$ cat src/rtl/pwm_pkg.sv
// Shared definitions for the counter-driven PWM block:
// FSM state encoding and duty saturation.
package pwm_pkg;

   localparam logic ST_IDLE    = 1'b0;
   localparam logic ST_PENDING = 1'b1;

   typedef enum logic {
      S_IDLE    = ST_IDLE,
      S_PENDING = ST_PENDING
   } pwm_state_t;

   // Clamp a requested duty to the full period 2^width.
   function automatic logic [31:0] sat_duty(
      input logic [31:0] d,
      input int          width
   );
      logic [31:0] lim;
      lim = 32'd1 << width;
      return (d > lim) ? lim : d;
   endfunction

endpackage

$ cat src/rtl/pwm_from_counter_if.sv
// Duty-cycle update handshake between a requester
// and the PWM block.
interface pwm_from_counter_if #(
   parameter int CNT_WIDTH = 3
);

   logic [CNT_WIDTH:0] duty_in;
   logic               duty_valid;
   logic               duty_ready;

   modport master (
      output duty_in,
      output duty_valid,
      input  duty_ready
   );

   modport slave (
      input  duty_in,
      input  duty_valid,
      output duty_ready
   );

endinterface

$ cat src/rtl/pwm_from_counter_wrap_detect.sv
// Detects the MAX->0 transition of the upstream counter
// and registers a one-cycle wrap pulse.
module wrap_detect #(
   parameter int WIDTH = 3
) (
   input  logic             clk,
   input  logic             reset_n,
   input  logic [WIDTH-1:0] counter,
   output logic             wrap,
   output logic             wrap_pulse
);

   localparam logic [WIDTH-1:0] MAX = '1;

   logic [WIDTH-1:0] cnt_q;

   // A jump to zero from anything but MAX is not a period boundary.
   assign wrap = (counter == '0) && (cnt_q == MAX);

   always_ff @(posedge clk or negedge reset_n) begin
      if (!reset_n) begin
         cnt_q      <= '0;
         wrap_pulse <= 1'b0;
      end else begin
         cnt_q      <= counter;
         wrap_pulse <= wrap;
      end
   end

endmodule

$ cat src/rtl/pwm_from_counter.sv
// PWM generator fed by a free-running counter, with
// double-buffered duty updates applied at period boundaries.
module pwm_from_counter
   import pwm_pkg::*;
#(
   parameter int CNT_WIDTH  = 3,
   parameter int DUTY_RESET = 0,
   parameter bit INVERT     = 1'b0
) (
   input  logic                 clk,
   input  logic                 reset_n,
   input  logic [CNT_WIDTH-1:0] counter,
   input  logic                 enable,
   pwm_from_counter_if.slave    duty,
   output logic                 pwm_out,
   output logic                 wrap_pulse,
   output logic                 update_done
);

   localparam int DW = CNT_WIDTH + 1;

   pwm_state_t    state, state_nx;
   logic [DW-1:0] shadow, shadow_nx;
   logic [DW-1:0] active, active_nx;
   logic [DW-1:0] eff;
   logic          upd_nx;
   logic          pwm_nx;
   logic          wrap;

   wrap_detect #(
      .WIDTH (CNT_WIDTH)
   ) u_wrap (
      .clk        (clk),
      .reset_n    (reset_n),
      .counter    (counter),
      .wrap       (wrap),
      .wrap_pulse (wrap_pulse)
   );

   assign duty.duty_ready = (state == S_IDLE);

   always_comb begin
      state_nx  = state;
      shadow_nx = shadow;
      active_nx = active;
      upd_nx    = 1'b0;
      unique case (state)
         S_IDLE: begin
            if (duty.duty_valid) begin
               shadow_nx = DW'(sat_duty(32'(duty.duty_in), CNT_WIDTH));
               state_nx  = S_PENDING;
            end
         end
         S_PENDING: begin
            if (wrap) begin
               active_nx = shadow;
               upd_nx    = 1'b1;
               state_nx  = S_IDLE;
            end
         end
      endcase
   end

   // The pending duty already governs the count-0 sample of its period.
   assign eff    = (state == S_PENDING && wrap) ? shadow : active;
   assign pwm_nx = INVERT ^ (enable && ({1'b0, counter} < eff));

   always_ff @(posedge clk or negedge reset_n) begin
      if (!reset_n) begin
         state       <= S_IDLE;
         shadow      <= '0;
         active      <= DW'(DUTY_RESET);
         pwm_out     <= INVERT;
         update_done <= 1'b0;
      end else begin
         state       <= state_nx;
         shadow      <= shadow_nx;
         active      <= active_nx;
         pwm_out     <= pwm_nx;
         update_done <= upd_nx;
      end
   end

endmodule
$ cat src/flat_wrapper.sv
// flat-port wrapper written by rule: the top's interface ports become plain ports
module pwm_from_counter_flat import pwm_pkg::*;
#(
   parameter int CNT_WIDTH  = 3,
   parameter int DUTY_RESET = 0,
   parameter bit INVERT     = 1'b0
)
  (clk, reset_n, counter, enable, pwm_out, wrap_pulse, update_done, duty_duty_in, duty_duty_valid, duty_duty_ready);
  pwm_from_counter_if #(.CNT_WIDTH(CNT_WIDTH)) duty_i ();
  input  logic clk;
  input  logic reset_n;
  input  logic [CNT_WIDTH-1:0] counter;
  input  logic enable;
  output logic pwm_out;
  output logic wrap_pulse;
  output logic update_done;
  input wire logic [$bits(duty_i.duty_in)-1:0] duty_duty_in;
  input wire logic [$bits(duty_i.duty_valid)-1:0] duty_duty_valid;
  output wire logic [$bits(duty_i.duty_ready)-1:0] duty_duty_ready;
  assign duty_i.duty_in = duty_duty_in;
  assign duty_i.duty_valid = duty_duty_valid;
  assign duty_duty_ready = duty_i.duty_ready;
  pwm_from_counter #(.CNT_WIDTH(CNT_WIDTH), .DUTY_RESET(DUTY_RESET), .INVERT(INVERT)) u_core (.clk(clk), .reset_n(reset_n), .counter(counter), .enable(enable), .duty(duty_i), .pwm_out(pwm_out), .wrap_pulse(wrap_pulse), .update_done(update_done));
endmodule
$ cat config.mk
export PLATFORM = sky130hd
export DESIGN_NAME = pwm_from_counter_flat
export DESIGN_NICKNAME = d
export VERILOG_FILES = /design/src/rtl/pwm_pkg.sv /design/src/rtl/pwm_from_counter_if.sv /design/src/rtl/pwm_from_counter_wrap_detect.sv /design/src/rtl/pwm_from_counter.sv /design/src/flat_wrapper.sv
export SDC_FILE = /design/constraint.sdc
export NUM_CORES = 1
export LEC_CHECK = 0
export BUFFER_PORTS_ARGS = -buffer_cell sky130_fd_sc_hd__buf_2
export CORE_MARGIN = 2
export CORE_UTILIZATION = 38
export DETAILED_ROUTE_END_ITERATION = 8
export SYNTH_ARGS = -nofsm -noshare
export SYNTH_HDL_FRONTEND = slang
export SYNTH_HIERARCHICAL = 1
export SYNTH_SLANG_ARGS = --single-unit
$ cat constraint.sdc
create_clock -name clk -period 2.2 [get_ports clk]
set_input_delay 0.22 -clock clk [delete_from_list [all_inputs] [get_ports clk]]
set_output_delay 0.22 -clock clk [all_outputs]
set_load 0.05 [all_outputs]
==> flow_metrics.tcl, run 1 <==
set metrics [dict create \
    status "complete, no violations" \
    ys_seq_area_share_pct 61.1 \
    wl_met1_um 449 \
    hold_path.class "primary input to flop" \
    grt_max_degree 16 \
    synthesis.nets 61 \
    wl_per_cell_um 11.4 \
    gp_congestion 0.640 \
    cts_tree "yes" \
    vias 393 \
    die_w_um 44.2 \
    synth_area_sq_um 614 \
    placeableCoreArea_sq_um 1510 \
    cts.sinks 15 \
    postPlaceCellArea_sq_um 697 \
    drcViolationCount 0 \
    synth_warnings 6 \
    hp-start "counter[1]" \
    start_kind "flop" \
    holdPathEnd "u_core/u_wrap/cnt_q[1]" \
    synth_area_per_cell_sq_um 12.8 \
    wl_um 937 \
    fmax_ghz 0.527 \
    syn_to_final_growth_pct 19.3 \
    critPathTopFamily "simple AND/OR/NAND/NOR gates" \
    drt_iter0_drc 1 \
    wl_met3_um 61 \
    start_util_pct 40.8 \
    hpwl_um 720 \
    r2r_slack_ps 300 \
    dieArea_sq_um 1950 \
    fin_skew_ps 5.61 \
    rsz0062_at_grt "false" \
    top_layer "met4" \
    powerDensity_nw_per_um2 981 \
    cp_max_fo 7 \
    crit_slowest_cell "mux2_2" \
    antennaDiodeCount 0 \
    rr_startpoint "u_core/u_wrap/cnt_q[2]" \
    track_usage_pct 11.5 \
    hold_viol 0 \
    reg2reg_to "u_core/pwm_out" \
    fin_nets 80 \
    drive_gt1_share_pct 36.4 \
    ys_types 16 \
    fill_cells 146 \
    die_height_um 44.2 \
    max-slew-margin-rel_pct 70.3 \
    post-route-period-util_pct 86.3 \
    cts-root-buf "clkbuf_4" \
    cts_buffer_depth 2 \
    overflow 0 \
    min_period_ps 1900 \
    grt_pass1_wl_um 1640 \
    grt_antenna_before_repair 0 \
    hold_slack_ps 70.8 \
    ys_seq_elements 15 \
    synth_cells 48 \
    min_path_cells 1 \
    end_kind "flop" \
    post_cts_resized 0 \
    insertion_delay_ps 280 \
    postRouteAntennaNets 0 \
    stdcell_area_sq_um 733 \
    cts_buffers 3 \
    clkTransAtPathRegs_ps 90 \
    drt_pass1_iterations 4 \
    wl_met2_um 408 \
    grt_pass1_vias 393 \
    cp_cell_sequence "nand4b_1, nor3_2, and2_4, mux2_2, inv_1, ha_1, o311ai_0, a221o_1" \
    worst_pin_slew_ps 440 \
    critPathArrivalTime_ps 2070 \
    viasPerCell 4.79 \
    portBuffers 14 \
    fp-row-count 14 \
    pin_count 15 \
    fin_util_pct 48.7 \
    slowest_delay_ps 350 \
    rr_worst_depth 8 \
    maxCapViolations 0 \
    drv_slew 0 \
    h-tree-depth 1 \
    setup_violations 0 \
    critPathKind "flop to flop" \
    p_leak_nw 0.360 \
    required_ps 2370 \
    finalSetupTns_ps 0 \
    peakVddDrop_uv 530 \
    crit_buf_inv 1 \
]
-- placed cells by master (no fill, tap or decap), drive strengths merged, types with 2 or more instances in the layout --
| cell type | n |
|---|---|
| nor3b | 2 |
| clkbuf | 4 |
| mux2 | 4 |
| nand2b | 4 |
| inv | 4 |
| ha | 2 |
| buf | 15 |
| o21ai | 5 |
| dfrtp | 15 |
| nand2 | 4 |
| nand4b | 2 |
-- routing by layer --
layer,up-vias,GRT usage (%)
met5,-,0
met4,0,5.45
met3,2,2.86
met2,13,18.5
met1,176,14.5
li1,202,-
-- synthesized netlist by cell type --
cell type  instances  area share (%)
dfrtp_1           15              61
inv_1              4             2.4
clkbuf_1           1            0.61
nor3_2             1             1.6
and2_4             1             1.4
nand4b_1           2             2.9
buf_6              1             1.8
nand2b_1           4             4.1
mux2_2             3             5.5
nor3b_1            2             2.4
mux2_4             1             2.4
a221o_1            1             1.6
o311ai_0           1             1.4
nand2_1            4             2.4
o21ai_0            5             4.1
ha_1               2             4.1
-- worst max path at each step --
stage | start | endpoint | cells past startpoint
finish | u_core/u_wrap/cnt_q[2] | u_core/pwm_out | 8
global route | u_core/u_wrap/cnt_q[0] | u_core/pwm_out | 8
CTS | u_core/u_wrap/cnt_q[0] | u_core/pwm_out | 8
detailed placement | counter[1] | u_core/pwm_out | 9
global placement | counter[1] | u_core/pwm_out | 9
floorplan | u_core/u_wrap/cnt_q[0] | u_core/pwm_out | 9
-- cells by family after synthesis --
| logic type | after synthesis | share of synthesized area, % |
|---|---|---|
| AOI/OAI and AO/OA | 7 | 7.13 |
| adders and majority gates | 2 | 4.07 |
| buffers and inverters | 6 | 4.89 |
| DFF | 15 | 61.1 |
| muxes | 4 | 7.94 |
| and+or+nand+nor | 14 | 14.9 |
-- timing repair --
action,4_1_cts,5_1_grt
buffers inserted,0,0
endpoints found under the hold margin,15,0
hold buffers,1,0
-- cell type report --
| class | count | area [sq um] | share of cell area, % |
|---|---|---|---|
| sequential | 15 | 375 | 51.2 |
| multi-input combinational | 27 | 209 | 28.5 |
| timing repair buffer | 16 | 87.6 | 11.9 |
| clock buffer | 4 | 26.3 | 3.58 |
| tap | 16 | 20.0 | 2.73 |
| inverter | 4 | 15.0 | 2.05 |
-- stage by stage --
| step | power, mW | worst slack, ps | std cells |
|---|---|---|---|
| after global routing | 0.772 | 173 | 82 |
| after detailed placement | 0.572 | 205 | 77 |
| final | 0.719 | 301 | 82 |
| after global placement | 0.565 | 210 | 77 |
| after CTS | 0.728 | 272 | 82 |
| after floorplan | 0.517 | 341 | 48 |
-- worst register-to-register path: stages (launching register included) --
cell      delay, ps
dfrtp_1         340
nand4b_1        100
nor3_2          150
and2_4          220
mux2_2          350
inv_1            60
ha_1            100
o311ai_0        150
a221o_1         320
-- power breakdown --
part	switching (mW)	internal [mW]	total [mW]
Combinational	0.109	0.0729	0.182
Clock	0.0862	0.0703	0.156
Sequential	0.0338	0.347	0.381
Total	0.229	0.490	0.719
-- state kept, by name (all words and copies together) (netlist names) --
register,cells
u_core/active,4
u_core/pwm_out,1
u_core/shadow,4
u_core/state,1
u_core/u_wrap/cnt_q,3
u_core/u_wrap/wrap_pulse,1
u_core/update_done,1
(Power assumes the default switching activity.)
==> run 2: changes to the inputs <==
Settings changed: CORE_AREA set to 2 2 39 41, CORE_MARGIN 2 to unset, CORE_UTILIZATION 38 to unset, DIE_AREA set to 0 0 41 43, PLACE_DENSITY set to 0.7.
==> flow_metrics.tcl, run 2 (synthesized netlist as in run 1, its figures left out) <==
set metrics [dict create \
    track_usage_pct 14.0 \
    drive_gt1_share_pct 36.4 \
    hold_viol 0 \
    final_cell_count_no_fill 82 \
    gp_congestion 0.681 \
    die_w_um 41 \
    fin_skew_ps 2.95 \
    dieArea_sq_um 1760 \
    overflow 0 \
    pin_count 15 \
    p_leak_nw 0.360 \
    cts_buffers 3 \
    postRouteAntennaNets 0 \
    die_height_um 43 \
    status "complete, no violations" \
    fill_cells 131 \
    post-route-period-util_pct 86.1 \
    powerDensity_nw_per_um2 973 \
    fp-row-count 14 \
    vias 402 \
    setup_violations 0 \
    syn_to_final_growth_pct 19.3 \
    post_cts_resized 0 \
    hold_slack_ps 79.4 \
    top_regs "u_core/active (4), u_core/shadow (4), u_core/u_wrap/cnt_q (3)" \
    grt_max_degree 16 \
    critPathArrivalTime_ps 2060 \
    insertion_delay_ps 280 \
    max-slew-margin-rel_pct 73.3 \
    placeableCoreArea_sq_um 1380 \
    cts_tree "yes" \
    mostFrequentLayoutCells "dfrtp_1, buf_2, o21ai_0" \
    start_util_pct 44.4 \
    start_kind "flop" \
    antennaDiodeCount 0 \
    cp_max_fo 7 \
    grt_pass1_vias 387 \
    drt_iter0_drc 2 \
    wl_um 917 \
    fin_nets 80 \
    drt_pass1_iterations 3 \
    mostFrequentLayoutCell "dfrtp_1" \
    dp_cells 77 \
    fmax_ghz 0.528 \
    cts_buffer_depth 2 \
    worst_pin_slew_ps 396 \
    finalSetupTns_ps 0 \
    viasPerCell 4.90 \
    drv_slew 0 \
    hpwl_um 721 \
    cts_setup_buffers 0 \
    h-tree-depth 1 \
    min_period_ps 1890 \
    grt_pass1_wl_um 1550 \
    grt_antenna_before_repair 0 \
    peakVddDrop_uv 517 \
    rsz0062_at_grt "false" \
    portBuffers 14 \
    drcViolationCount 0 \
    cts-root-buf "clkbuf_4" \
    cts.sinks 15 \
    critPathKind "flop to flop" \
    required_ps 2370 \
    hold_path.class "primary input to flop" \
    wl_per_cell_um 11.2 \
    clkTransAtPathRegs_ps 80 \
    end_kind "flop" \
    maxCapViolations 0 \
]
-- run 2: cell counts in the layout (fill, tap and decap cells not counted) --
Identical to the previous run, type by type.
-- run 2: repair_timing --
action / 4_1_cts / 5_1_grt
endpoints found under the hold margin: 15 / 0
hold buffers: 1 / 0
endpoints found under the setup margin: 0 / 0
-- run 2: worst max-delay path, cell delays in order (launching register included) --
cell,delay [ps]
dfrtp_1,330
nand4b_1,110
nor3_2,150
and2_4,220
mux2_2,350
inv_1,60
ha_1,110
o311ai_0,140
a221o_1,310
-- run 2: stage by stage --
stage                     setup WS (ps)  cell area, sq um  utilization [%]  power (mW)
final                               305               733             53.0       0.713
after global routing                177               733             53.0       0.770
after CTS                           272               733             53.0       0.728
after detailed placement            192               697             50.4       0.572
after global placement              232               697             50.4       0.566
after floorplan                     341               614                -       0.517
-- run 2: cell type report --
cell class | instances | area, sq um | area share [%]
sequential | 15 | 375 | 51.2
multi-input combinational | 27 | 209 | 28.5
timing repair buffer | 16 | 87.6 | 11.9
clock buffer | 4 | 26.3 | 3.58
tap | 16 | 20.0 | 2.73
inverter | 4 | 15.0 | 2.05
-- run 2: power by group --
group	internal (mW)	switching [mW]
sequential	0.347	0.0353
clock	0.0703	0.0790
combinational	0.0734	0.108
-- run 2: layer usage --
| metal | share of wire (%) | up-vias | global-route usage [%] |
|---|---|---|---|
| li1 | - | 202 | - |
| met1 | 44 | 180 | 16.5 |
| met2 | 44 | 16 | 20.3 |
| met3 | 8.0 | 4 | 3.14 |
| met4 | 3.8 | 0 | 12.0 |
| met5 | 0 | - | 0 |
-- run 2: path summary, 6_finish.rpt --
path,start,end,slack [ps],cells after the start
max,u_core/u_wrap/cnt_q[0],u_core/pwm_out,310,8
min reg2reg,u_core/shadow[2],u_core/shadow[2],490,2
min,counter[1],u_core/u_wrap/cnt_q[1],80,1
min in group asynchronous,reset_n,u_core/u_wrap/cnt_q[2],370,2
max in group asynchronous,reset_n,u_core/u_wrap/cnt_q[0],1590,2
max reg2reg,u_core/u_wrap/cnt_q[0],u_core/pwm_out,310,8
